==> config.mk <==
export PLATFORM = sky130hd
export DESIGN_NAME = bsg_tag_packet_tx
export DESIGN_NICKNAME = d
export VERILOG_FILES = /design/src/rtl/bsg_tag_packet_tx.sv
export SDC_FILE = /design/constraint.sdc
export NUM_CORES = 1
export LEC_CHECK = 0
export CELL_PAD_IN_SITES_DETAIL_PLACEMENT = 1
export CELL_PAD_IN_SITES_GLOBAL_PLACEMENT = 1
export CORE_MARGIN = 3
export CORE_UTILIZATION = 47
export DETAILED_ROUTE_END_ITERATION = 6
export DONT_BUFFER_PORTS = 1
export GPL_TIMING_DRIVEN = 1
export PLACE_DENSITY_LB_ADDON = 0.1
export SLEW_MARGIN = 20
export SYNTH_ARGS = -nofsm -noshare
export SYNTH_HDL_FRONTEND = slang
export SYNTH_SLANG_ARGS = --single-unit
==> constraint.sdc <==
create_clock -name clk_i -period 2 [get_ports clk_i]
set_clock_uncertainty 0.1 [all_clocks]
set_input_delay 0.5 -clock clk_i [delete_from_list [all_inputs] [get_ports clk_i]]
set_output_delay 0.5 -clock clk_i [all_outputs]
set_load 0.02 [all_outputs]
==> src/rtl/bsg_tag_packet_tx.sv <==
// Serializes parallel bsg_tag requests onto the one-bit tag data/enable pair. Macro BSG_TAG_TX_BOOT_PREAMBLE_EN adds a post-reset flush preamble.
// Latency: start bit on tag_data_o the cycle after the v_i & ready_and_o handshake; packet bits are contiguous.
// Backpressure: ready_and_o is high only in IDLE and does not depend on v_i; the requester holds v_i and the fields until accepted.
module bsg_tag_packet_tx #(
  parameter int els_p        = 64,
  parameter int lg_width_p   = 4,
  parameter int gap_cycles_p = 2,
  localparam int id_width_lp      = (els_p <= 1) ? 1 : $clog2(els_p),
  localparam int payload_width_lp = (1 << lg_width_p) - 1
) (
  input  logic                        clk_i,
  input  logic                        reset_i,
  input  logic                        v_i,
  output logic                        ready_and_o,
  input  logic [id_width_lp-1:0]      client_id_i,
  input  logic                        data_not_reset_i,
  input  logic [lg_width_p-1:0]       len_i,
  input  logic [payload_width_lp-1:0] payload_i,
  output logic                        tag_data_o,
  output logic                        tag_en_o,
  output logic                        busy_o,
  output logic                        done_o
);

  // Header = start bit + client id + data_not_reset + length.
  localparam int hdr_bits_lp    = 2 + id_width_lp + lg_width_p;
  // Everything after the start bit waits in the shift register.
  localparam int sr_width_lp    = hdr_bits_lp - 1 + payload_width_lp;
  localparam int pkt_max_lp     = hdr_bits_lp + payload_width_lp;
  localparam int boot_cycles_lp = (1 << lg_width_p) + id_width_lp + 8;
  localparam int max_a_lp       = ((pkt_max_lp - 1) > gap_cycles_p) ? (pkt_max_lp - 1) : gap_cycles_p;
  localparam int cnt_max_lp     = (max_a_lp > boot_cycles_lp) ? max_a_lp : boot_cycles_lp;
  localparam int cnt_w_lp       = $clog2(cnt_max_lp + 1);
  localparam int gap_load_lp    = (gap_cycles_p > 0) ? (gap_cycles_p - 1) : 0;

  typedef enum logic [1:0] {IDLE, SEND, GAP, BOOT} state_e;

`ifdef BSG_TAG_TX_BOOT_PREAMBLE_EN
  localparam state_e                reset_state_lp = BOOT;
  localparam logic [cnt_w_lp-1:0]   reset_cnt_lp   = cnt_w_lp'(boot_cycles_lp);
`else
  localparam state_e                reset_state_lp = IDLE;
  localparam logic [cnt_w_lp-1:0]   reset_cnt_lp   = '0;
`endif

  state_e                   state_r, state_n;
  logic [cnt_w_lp-1:0]      cnt_r, cnt_n;
  logic [sr_width_lp-1:0]   sr_r, sr_n;
  logic                     tag_data_n, tag_en_n, done_n;
  logic [payload_width_lp-1:0] payload_mask;
  logic [sr_width_lp-1:0]   pkt_load;

  assign ready_and_o = (state_r == IDLE);
  assign busy_o      = (state_r != IDLE);

  // Payload bits at or above len_i are zeroed so they can never reach the wire.
  assign payload_mask = ~({payload_width_lp{1'b1}} << len_i);
  assign pkt_load     = {payload_i & payload_mask, len_i, data_not_reset_i, client_id_i};

  // State register.
  always_ff @(posedge clk_i) begin
    if (reset_i) state_r <= reset_state_lp;
    else         state_r <= state_n;
  end

  // Next-state: counters reaching zero end SEND, GAP and BOOT.
  always_comb begin
    state_n = state_r;
    unique case (state_r)
      IDLE:    if (v_i) state_n = SEND;
      SEND:    if (cnt_r == '0) state_n = (gap_cycles_p > 0) ? GAP : IDLE;
      GAP:     if (cnt_r == '0) state_n = IDLE;
      BOOT:    if (cnt_r == '0) state_n = IDLE;
      default: state_n = IDLE;
    endcase
  end

  // Output/datapath next values: the counter holds the number of bits still to follow the one on the wire.
  always_comb begin
    cnt_n      = cnt_r;
    sr_n       = sr_r;
    tag_data_n = 1'b0;
    tag_en_n   = 1'b0;
    done_n     = 1'b0;
    unique case (state_r)
      IDLE: begin
        if (v_i) begin
          sr_n       = pkt_load;
          cnt_n      = cnt_w_lp'(hdr_bits_lp - 1) + cnt_w_lp'(len_i);
          tag_data_n = 1'b1;
          tag_en_n   = 1'b1;
        end
      end
      SEND: begin
        if (cnt_r == '0) begin
          done_n = 1'b1;
          cnt_n  = cnt_w_lp'(gap_load_lp);
        end else begin
          tag_data_n = sr_r[0];
          tag_en_n   = 1'b1;
          sr_n       = sr_r >> 1;
          cnt_n      = cnt_r - 1'b1;
        end
      end
      GAP: begin
        if (cnt_r != '0) cnt_n = cnt_r - 1'b1;
      end
      BOOT: begin
        if (cnt_r != '0) begin
          tag_en_n = 1'b1;
          cnt_n    = cnt_r - 1'b1;
        end
      end
      default: cnt_n = '0;
    endcase
  end

  // Datapath and registered tag outputs; reset abandons any in-flight packet.
  always_ff @(posedge clk_i) begin
    if (reset_i) begin
      cnt_r      <= reset_cnt_lp;
      sr_r       <= '0;
      tag_data_o <= 1'b0;
      tag_en_o   <= 1'b0;
      done_o     <= 1'b0;
    end else begin
      cnt_r      <= cnt_n;
      sr_r       <= sr_n;
      tag_data_o <= tag_data_n;
      tag_en_o   <= tag_en_n;
      done_o     <= done_n;
    end
  end

endmodule

==> results summary <==
Among all flip-flop cells after synthesis, the most frequent one is sky130_fd_sc_hd__dfxtp_1. The number of antenna repair diodes came out at 0. TritonCTS built the clock tree. Measured along the x axis, the die boundary spans 71.08 µm. The count of state elements after synthesis came out at 36. The average wire length per cell after detail routing came out at 19.09 µm. The quantity of I/O buffers inserted on ports came out at 0. The detailed-route wire length is 5.365 mm. After layout, the worst path uses 95.06% of the clock period. On the critical path, the stage with the largest delay is an instance of sky130_fd_sc_hd__dfxtp_1.

The H-tree was split into 2 levels. The fraction of the yosys area taken by sequential cells came out at 36.20%. In this run the clock root is driven by a sky130_fd_sc_hd__clkbuf_8.

Setup violations remaining at the end of the flow were counted as 0. Counting flops with a built-in enable in the synthesized netlist gives 0. The areal power density over the cells is 1035 nW/µm². By area the synthesized netlist is led by sky130_fd_sc_hd__dfxtp_1 (36%), sky130_fd_sc_hd__a311oi_2 (13%), sky130_fd_sc_hd__nand2_1 (6.6%). The DRC violation count after routing is 0.

The TritonCTS buffer count is 5. Entering global routing, the biggest net connects 34 pins. The headroom to the max-slew limit came out at 66.04%. The number of warnings printed during yosys synthesis is 0. The fraction of synthesized cell area taken by the top area cell type is 36.20%.

The measured slew at the worst slew-check pin is 0.5030 ns. The first global-routing pass estimated 8.611 mm of wire. The fraction of registers with async set or reset after synthesis is 0%. The area growth from synthesis to final layout is 12.01%. The startpoint identified for the worst hold timing path is reset_i. STA classifies the critical path endpoint as an output port. The number of failing hold endpoints at the final stage came out at 0. Traced cell by cell, the critical path runs through buf_4 > nor2_1 > inv_1.

VDD sags by at most 453.5 µV. The DRC marker count from the first detailed-route iteration is 81. The number of max-capacitance violations reported came out at 0. The remaining antenna violation count after routing came out at 0.

The HPWL after detailed placement is 3.629 mm. Setup repair after global routing left no endpoint under its margin. The net count after synthesis came out at 263. The die footprint came out at 5052 µm².

The critical path is of the reg2out type. The number of sinks on the clock net came out at 36. The number of placement rows came out at 23. The synthesized design spends more area on one cell type than any other, namely sky130_fd_sc_hd__dfxtp_1. The effective utilization at floorplan is 49.06%. Counting the fill cells in the layout gives 476.

The insertion delay of the later-clocked pin in the worst-skew pair came out at 0.29 ns. The number of placed cells counting well taps came out at 270. The first TritonRoute pass finished after 4 iterations. Dividing the synthesized area by the synthesized cell count gives 8.655 µm². The fraction of final layout cells sized beyond drive strength 1 came out at 23.38%. The time the worst path needs with I/O delays and setup came out at 1.901 ns. The net count reported at finish came out at 263. STA classifies the critical path startpoint as a register. The launching element of the worst setup path is state_r[0]$_SDFFE_PP0P_. The arrival time of the worst setup path came out at 1.30 ns. Measured along the y axis, the die boundary spans 71.08 µm. The startpoint identified for the worst register-to-register timing path is cnt_r[0]$_SDFFE_PP0P_. After synthesis, the netlist uses 41 different library cells. The worst min-delay path category is in2reg. The share of the core filled with cells is 54.95%. For this run the aggregate overflow at the end of global routing stands at 0. The routed via count divided by cell count came out at 6.132. The core box area is 4058 µm².

The buffer levels on the longest clock path came out at 2. The routed layout has 1723 vias. The count of placed standard cells in the final layout, fillers left out came out at 281. The number of global-route vias before repair came out at 1732.

In this run the register-to-register setup slack is 0.11 ns. The maximum fanout along the worst path is 9. 34 I/O pins were placed. For this design the static power due to leakage is 0.0008192 µW. For this run, the total global-route usage over all layers was measured as 21.29%. Adding up every negative setup slack in the final design gives 0 ns. Final hold analysis gives a worst-case slack of 0.1736 ns.

Synthesis produced 230 cells. The max-slew violation count is 0. The run finished with clean final reports. In the layout the commonest cells are sky130_fd_sc_hd__nand2_1 (35), sky130_fd_sc_hd__dfxtp_1 (35), sky130_fd_sc_hd__nor2_1 (32). The worst stage delay on the critical path came out at 0.44 ns. The synthesized area is 1991 µm². The maximum achievable frequency is 526.0 MHz. At the end of routability-driven placement, the weighted congestion stood at 0.8344. The total power after layout came out at 2308 µW. The clock-pin slew on the worst setup and hold paths is 0.08 ns. The required time reported for the critical path endpoint is 1.40 ns. The number of antenna violations at the first check in global routing came out at 0.
## cells by family after synthesis
family,after synthesis,share of synthesized area [%]
adder cells (fa/ha/maj),4,2.514
flip-flops,36,36.20
XOR/XNOR,4,1.760
AND/OR/NAND/NOR,93,21.87
AO/OA/AOI/OAI,65,30.30
buffers and inverters,28,7.354
## cell usage after synthesis, drive strengths merged (4+ instances only)
| cell | count |
|---|---|
| a211oi | 9 |
| a21oi | 17 |
| a311oi | 19 |
| buf | 9 |
| clkbuf | 11 |
| dfxtp | 36 |
| ha | 4 |
| inv | 8 |
| nand2 | 35 |
| nor2 | 35 |
| nor3 | 5 |
| o21ai | 6 |
## metal layers
layer,GRT usage (%),share of wire (%)
met1,27.11,46
met4,6.681,1.5
met3,5.256,3.3
met5,0,0
met2,35.43,50
## power by group
group | switching [µW] | total (µW) | internal (µW) | leakage, µW
logic | 434 | 821 | 386 | 0.000470
registers | 106 | 947 | 841 | 0.000298
clock network | 265 | 540 | 275 | 0.0000510
## state kept, by name (all words and copies together) (netlist names)
name and flops:
cnt_r 5, tag_en_o 1, tag_data_o 1, done_o 1, state_r 2, sr_r 26
## critical path: cells and delay by family (launching register included)
family,cells,cell delay [ns]
and+or+nand+nor,1,0.07
DFF,1,0.44
buffers and inverters,2,0.51
## cell type report
| type | instances | area, µm² | area share (%) |
|---|---|---|---|
| Sequential cell | 36 | 721.9 | 32.38 |
| Multi-Input combinational cell | 166 | 1145 | 51.35 |
| Clock inverter | 2 | 10.01 | 0.4489 |
| Timing Repair Buffer | 13 | 177.7 | 7.969 |
| Clock buffer | 6 | 82.58 | 3.704 |
| Tap cell | 50 | 62.56 | 2.806 |
| Inverter | 8 | 30.03 | 1.347 |
## repair_timing
item	4_1_cts	5_1_grt
pin swaps	1	1
resized for setup	1	4
gates cloned	1	1
setup endpoints to repair	4	28
hold buffers	0	0
hold endpoints to repair	0	0
setup buffers	0	1
## through the flow
stage	instance area, µm²	worst slack, ns
3_3_place_gp	2039	0.09819
4_1_cts	2168	0.01514
5_1_grt	2230	0.01703
6_report	2230	0.09878
3_5_place_dp	2039	-0.006283
2_1_floorplan	1991	0.1439
## final timing paths
check	to	cells past startpoint
hold / removal	sr_r[14]$_SDFFE_PP0P_	1
setup / recovery	busy_o	3
hold reg to reg	sr_r[25]$_SDFFE_PP0P_	2
setup reg to reg	sr_r[11]$_SDFFE_PP0P_	7
Note: power is estimated with default switching activity, not from simulation.
